==> src/rtl/pc_sequencer.sv <==
// pc_sequencer: instruction-pointer sequencer with a hardware call/return stack.
// Holds pc, advances it by STEP, a signed offset or an absolute target, and
// tracks return addresses in a LIFO indexed by depth. A sticky fault freezes
// all sequencing state until clear_fault or reset.
module pc_sequencer #(
    parameter int unsigned           WORD_WIDTH  = 16,
    parameter int unsigned           STACK_DEPTH = 8,
    parameter logic [WORD_WIDTH-1:0] RESET_ADDR  = '0,
    parameter logic [WORD_WIDTH-1:0] STEP        = WORD_WIDTH'(1)
) (
    input  logic                               clk,
    input  logic                               reset_n,
    input  logic                               en,
    input  logic [2:0]                         mode,
    input  logic [WORD_WIDTH-1:0]              adj,
    input  logic [WORD_WIDTH-1:0]              target,
    input  logic                               clear_fault,
    output logic [WORD_WIDTH-1:0]              pc,
    output logic [$clog2(STACK_DEPTH+1)-1:0]   depth,
    output logic                               stack_empty,
    output logic                               stack_full,
    output logic                               fault,
    output logic [1:0]                         fault_code
);

    localparam int unsigned DEPTH_WIDTH = $clog2(STACK_DEPTH + 1);
    localparam int unsigned INDEX_WIDTH = (STACK_DEPTH > 1) ? $clog2(STACK_DEPTH) : 1;

    localparam logic [2:0] MODE_NEXT     = 3'd0;
    localparam logic [2:0] MODE_REL      = 3'd1;
    localparam logic [2:0] MODE_ABS      = 3'd2;
    localparam logic [2:0] MODE_CALL_REL = 3'd3;
    localparam logic [2:0] MODE_CALL_ABS = 3'd4;
    localparam logic [2:0] MODE_RET      = 3'd5;

    localparam logic [1:0] FAULT_NONE      = 2'd0;
    localparam logic [1:0] FAULT_OVERFLOW  = 2'd1;
    localparam logic [1:0] FAULT_UNDERFLOW = 2'd2;

    logic [WORD_WIDTH-1:0]  stack_mem [STACK_DEPTH];
    logic [WORD_WIDTH-1:0]  pc_next;
    logic [DEPTH_WIDTH-1:0] depth_next;
    logic                   fault_next;
    logic [1:0]             fault_code_next;
    logic                   push_en;
    logic [WORD_WIDTH-1:0]  ret_addr;
    logic [INDEX_WIDTH-1:0] push_idx;
    logic [INDEX_WIDTH-1:0] pop_idx;

    // Push goes to entry[depth], pop reads entry[depth-1]; the return address is pc+STEP.
    assign ret_addr = pc + STEP;
    assign push_idx = INDEX_WIDTH'(depth);
    assign pop_idx  = INDEX_WIDTH'(depth - DEPTH_WIDTH'(1));

    // Sequencing state: pc, stack depth and the sticky fault, reset asynchronously.
    always_ff @(posedge clk or negedge reset_n) begin
        if (!reset_n) begin
            pc         <= RESET_ADDR;
            depth      <= '0;
            fault      <= 1'b0;
            fault_code <= FAULT_NONE;
        end else begin
            pc         <= pc_next;
            depth      <= depth_next;
            fault      <= fault_next;
            fault_code <= fault_code_next;
        end
    end

    // Return-address storage; contents are meaningless above depth, so no reset is needed.
    always_ff @(posedge clk) begin
        if (push_en) begin
            stack_mem[push_idx] <= ret_addr;
        end
    end

    // Next-state decode: clear_fault wins, a pending fault freezes everything, then en/mode.
    always_comb begin
        pc_next         = pc;
        depth_next      = depth;
        fault_next      = fault;
        fault_code_next = fault_code;
        push_en         = 1'b0;
        if (clear_fault) begin
            fault_next      = 1'b0;
            fault_code_next = FAULT_NONE;
        end else if (!fault && en) begin
            case (mode)
                MODE_NEXT: pc_next = pc + STEP;
                MODE_REL:  pc_next = pc + adj;
                MODE_ABS:  pc_next = target;
                MODE_CALL_REL, MODE_CALL_ABS: begin
                    if (stack_full) begin
                        fault_next      = 1'b1;
                        fault_code_next = FAULT_OVERFLOW;
                    end else begin
                        push_en    = 1'b1;
                        depth_next = depth + DEPTH_WIDTH'(1);
                        pc_next    = (mode == MODE_CALL_REL) ? (pc + adj) : target;
                    end
                end
                MODE_RET: begin
                    if (stack_empty) begin
                        fault_next      = 1'b1;
                        fault_code_next = FAULT_UNDERFLOW;
                    end else begin
                        pc_next    = stack_mem[pop_idx];
                        depth_next = depth - DEPTH_WIDTH'(1);
                    end
                end
                default: pc_next = pc;
            endcase
        end
    end

    // Stack status flags decoded straight from the registered depth.
    always_comb begin
        stack_empty = (depth == '0);
        stack_full  = (depth == DEPTH_WIDTH'(STACK_DEPTH));
    end

endmodule
==> config.mk <==
export PLATFORM = sky130hd
export DESIGN_NAME = pc_sequencer
export DESIGN_NICKNAME = d
export VERILOG_FILES = /design/src/rtl/pc_sequencer.sv
export SDC_FILE = /design/constraint.sdc
export NUM_CORES = 1
export LEC_CHECK = 0
export ABC_AREA = 1
export CORE_MARGIN = 10
export CORE_UTILIZATION = 50
export CTS_BUF_LIST = sky130_fd_sc_hd__clkbuf_4
export DETAILED_ROUTE_END_ITERATION = 16
export GPL_TIMING_DRIVEN = 0
export PLACE_DENSITY = 0.76
export SLEW_MARGIN = 10
export SYNTH_ARGS = -nofsm -noshare
export SYNTH_HDL_FRONTEND = slang
export SYNTH_SLANG_ARGS = --single-unit
export TNS_END_PERCENT = 5
==> constraint.sdc <==
create_clock -name clk -period 3.9 [get_ports clk]
set_input_delay 0.585 -clock clk [delete_from_list [all_inputs] [get_ports clk]]
set_output_delay 0.585 -clock clk [all_outputs]
set_load 0.01 [all_outputs]
Yosys cells after proc, flatten, opt, wreduce, memory -nomap -nowiden:

Memories as Yosys holds them, arrays and structs flattened.
Index checks and enable logic that the tools add are counted.

* memories: 1
* input port bits: 39
* bits in read-only memories: 0
* latch bits: 0
* logic and storage cells: 55
* flip-flop bits (word level): 23
* bits in writable memories: 128

Memory list
* stack_mem: depth 8, bits a word 16, rd ports 1, clocked after Yosys merged registers in 0, write ports 1, line 40 `logic [WORD_WIDTH-1:0] stack_mem [STACK_DEPTH];`

* add/sub/neg operators: 4
* div/mod/pow operators: 0
* multiplexer cells: 23
* shift operators: 0
* order comparisons: 0
* bitwise gates (word level): 1
* reduce and logical (&&, ||, !) cells: 12
* eq/ne operators: 10
* multiply operators: 0

Operators with widths (count)
* 16-bit one-hot mux with 5 select lines: 1
* 16-bit 2-to-1 mux: 3
* 16-bit by 1-bit adder with 16-bit output, second input constant: 1
* 16-bit adder: 1
* 1-bit 2-to-1 mux: 10
* 5-bit AND reduction: 2
* 2-bit 2-to-1 mux: 4
* 4-bit 2-to-1 mux: 2
* 4-bit one-hot mux with 2 select lines: 1
* 3-bit by 2-bit == test with 1-bit output, second input constant: 2
* 3-bit == test, second input constant: 2
* 3-bit inequality test, second input constant: 2
* 5-bit nonzero test: 1
* 4-bit by 1-bit adder with 4-bit output, second input constant: 1
* 4-bit == test, second input constant: 1
* 4-bit zero test: 1
* 2-bit inequality test, second input constant: 2
* 2-bit one-hot mux with 2 select lines: 1
* 4-bit AND reduction: 1
* 2-bit nonzero test: 2
* 4-bit by 1-bit subtractor with 4-bit output, second input constant: 1
* 3-bit by 1-bit == test with 1-bit output, second input constant: 1
* 3-bit zero test: 1
* 3-bit nonzero test: 1
* 5 further kinds: 5

Depth between registers and ports, before layout:

* word-level depth: 7
* depth in mapped cells: 14
* depth with buffers taken out: 13

Worst setup path before layout:

Ideal clock, no wire load.

* kind: reg2reg
* start: register depth[0]
* end: memory stack_mem[2][0], enable pin
* path slack: 0.653 ns
* cell stages (with the launch flop): 10
* required time: 3.491 ns
* setup time: 0.409 ns
* period minus slack after synthesis: 3.247 ns
* arrival time: 2.838 ns
* cell sequence: dfrtp_1 > inv_2 > buf_2 > buf_2 > ha_1 > nand3_1 > inv_1 > nor4_2 > nand2_1 > nor3_1

* word-level cells in the longest chain between the ends: 7

RTL lines
* start, declared: line 19 `output logic [$clog2(STACK_DEPTH+1)-1:0] depth,`
* start signal, assigned: line 64 `depth <= depth_next;`
* 4-bit == test: line 119 `stack_full = (depth == DEPTH_WIDTH'(STACK_DEPTH));`
* via stack_full: line 21 `output logic stack_full,`
* 1-bit 2-to-1 mux: line 93 `if (stack_full) begin`
* 1-bit 2-to-1 mux: line 88 `case (mode)`
* 1-bit 2-to-1 mux: line 87 `end else if (!fault && en) begin`
* 1-bit 2-to-1 mux: line 84 `if (clear_fault) begin`
* 1-bit 2-to-1 mux: line 72 `if (push_en) begin`
* 1-bit 2-to-1 mux (implied by the code): line 73 `stack_mem[push_idx] <= ret_addr;`
* end, declared: line 40

The timed path passes the listed nets, and every way through them passes these cells.

Worst setup path in the final report:

* start: register depth[0]
* end: memory stack_mem[2][0], enable pin

* word-level cells in the longest chain between the ends: 7

RTL lines (line)
* 4-bit == test: 119
* 1-bit 2-to-1 mux: 93
* 1-bit 2-to-1 mux: 88
* 1-bit 2-to-1 mux: 87
* 1-bit 2-to-1 mux: 84
* 1-bit 2-to-1 mux: 72
* 1-bit 2-to-1 mux (implied by the code): 73

Parallel ways exist; a longest one is shown, timed or not.

==> key figures <==
Run status
  • Status: finished clean

CTS
  • H-tree lvl count: 4
  • Root Buffer: clkbuf_4
  • Post CTS Setup Buffer Count: 0
  • CTS tree: built
  • CTS Sinks: 151
  • CTS resizes: 0
  • Worst-Skew Late Latency: 0.55 ns
  • CTS Buf Count: 17
  • Clock buffer depth: 2
  • Post-CTS Hold Buffers: 0
  • Clock Pin Slew Worst Setup and Hold Paths: 0.12 ns

Power and ir drop
  • LEAKAGE: 0.003733 uW
  • Total power: approximately 6300 uW
  • PD cells: 692.6 nW/um^2
  • VDD IR-drop max: 0.0002989 V

Yosys
  • Post-synthesis sequential area ratio: 56.26%
  • Syn Nets: 919
  • Top cells by area, synth: edfxtp_1 (49%), nand2_1 (11%), dfrtp_1 (7.3%)
  • Post-synth top cells: nand2_1 (222), edfxtp_1 (128), nor2_1 (116)
  • Synth warn: 0
  • Post-synth EDFFs: 128
  • Area leader, netlist: edfxtp_1
  • Most common cell in the netlist: nand2_1
  • Flops & latches, synth: ~150
  • Ys flop type: edfxtp_1
  • Top cell type's share of synthesized area: 48.93%
  • Post-Syn Area: 7855 sq um
  • Syn avg cell area: roughly 9.1 sq um
  • Gate Count Post-Synth: 861
  • Yosys cell types: 41
  • Async SR Flop Fraction: 15.23%

Timing
  • Fin crit share: 90.24%
  • Final Hold Viols: 0
  • Fin crit period: 3.519 ns
  • Max Freq: 0.2841 GHz
  • Slew Limit Headroom: 26.11%
  • Final setup fails: 0
  • Fin Setup TNS: 0 ns
  • Final Max Tran Viols: 0
  • Clock Skew: 0.01772 ns
  • Worst Max-Slew Pin Slew: 1.105 ns
  • RSZ-0062 raised after global routing: false

Detailed routing
  • TritonRoute pass-1 iters: 6
  • Drt total wl: 20980 microns
  • Starting DRT DRC Count: 717
  • Via count: 6440
  • Average wire per standard cell: 17.81 microns
  • DRC: 0
  • Post-DRT Antenna Nets: 0
  • Vias per inst: 5.467

Finish
  • Cell area after layout: slightly above 9000 sq um
  • Ratio of cells with drive above 1 in the final layout: 9.627%
  • Fill cells: 1343
  • Syn-to-layout area delta: 16.18%
  • Layout Utilization: 59.59%
  • Post-route insts no fill: 1178
  • Layout Nets: 1011
  • Multi-input gate area: 2997 sq um
  • FF/Latch Area: 4419 sq um

GRT
  • Total GRT Usage: between 15 and 20%
  • First-pass GRT wire length: between 30000 and 40000 microns
  • Vias in the first global route: 6181
  • Largest net degree at the start of global routing: 24
  • Total grt overflow: 0
  • Initial antenna violation count: 1

Floorplan
  • Die Area: 21120 sq um
  • Io pins: 64
  • Die X: 145.3 microns
  • Core ar.: 15310 sq um
  • Die H: 145.3 microns
  • Row Count: 45
  • Starting density of the core: 51.29%

Worst setup path
  • Crit Path Max Fanout: 10
  • Critical path type: reg -> reg
  • CP Data Required Time: 4.15 ns
  • Critical Path Start Type: flop
  • CP Capture Type: flop
  • Worst path arrival time: 3.77 ns

Placement
  • Gpl congestion: 0.9084
  • Placed Instances: 1145
  • Area after DPL: 8882 sq um
  • Detailed Place HPWL: 15460 microns
  • # port buffers: 63

Hold path
  • Min-Delay Path Class: reg -> reg

Run
  • Maxcap violations: 0
## layout make-up
class                      count  share of cell area (%)
multi-input combinational    596                   32.84
antenna                        1                 0.02742
tap                          211                   2.893
sequential                   151                   48.42
clock inverter                15                   1.248
buffer                        27                   1.508
inverter                      87                   3.606
timing repair buffer          73                   8.061
clock buffer                  17                   1.398
## power by group
| group | switching, uW | internal, uW |
|---|---|---|
| logic | 2080 | 1090 |
| registers | 205 | 2100 |
| clock network | 547 | 305 |
## flip-flops by register name, indices dropped and copies added (netlist names)
| register | cells |
|---|---|
| fault_code | 2 |
| pc | 16 |
| stack_mem | 128 |
| depth | 4 |
| fault | 1 |
## routing by layer
| metal | up-vias | wire length (microns) | share of wire (%) | track usage, % |
|---|---|---|---|---|
| met1 | 2996 | 8628 | 41 | 25.17 |
| met4 | 0 | 534 | 2.5 | 7.685 |
| li1 | 3097 | - | - | - |
| met3 | 46 | 1702 | 8.1 | 3.663 |
| met2 | 301 | 10120 | 48 | 32.40 |
| met5 | - | 0 | 0 | 0 |
## critical path, cell delays in order, from the launching register on
cell	delay (ns)
dfrtp_1	0.51
inv_2	0.10
buf_2	0.19
buf_2	0.21
ha_1	0.29
nand3_1	0.11
inv_1	0.08
nor4_2	0.38
nand2_1	0.24
nor3_2	0.78
buf_4	0.35
## metrics by stage
stage	setup WS, ns	hold slack (ns)
after global routing	0.2049	0.5468
after floorplan	0.6527	0.2894
after CTS	0.4052	0.5036
after detailed placement	0.4192	0.4733
after global placement	-0.7455	0.4693
final	0.3805	0.4948
## worst paths after layout
| kind | start | cells past startpoint | slack (ns) | end |
|---|---|---|---|---|
| max | depth[0] | 10 | 0.38 | stack_mem[2][0] |
| min | fault_code[0] | 2 | 0.49 | fault_code[0] |
| max reg2reg | depth[0] | 10 | 0.38 | stack_mem[2][0] |
| min reg2reg | fault_code[0] | 2 | 0.49 | fault_code[0] |
| max in group asynchronous | reset_n | 1 | 2.61 | pc[9] |
| min in group asynchronous | reset_n | 1 | 0.62 | depth[1] |
## placed cells by master, fill, tap and decap left out, types with 8 or more instances in the layout
cell and n:
nand2_1 222, edfxtp_1 128, nor2_1 111, inv_1 80
o21ai_0 80, clkdlybuf4s50_1 63, nand3_1 36, o22ai_1 25
dfrtp_1 23, ha_1 18, a21oi_1 17, clkbuf_4 17
o21ai_1 14, xor2_1 13, clkbuf_1 12, buf_2 11
nand4_1 10, clkinv_2 8
## logic make-up after synthesis
group                    Yosys count  share of synthesized area (%)
AND/OR/NAND/NOR                  419                          23.08
flip-flops                       151                          56.26
AO/OA/AOI/OAI                    143                          9.828
buffers and inverters            114                          5.941
adder cells (fa/ha/maj)           19                          3.122
XOR/XNOR                          15                          1.768
Note: power is estimated with default switching activity, not from simulation.
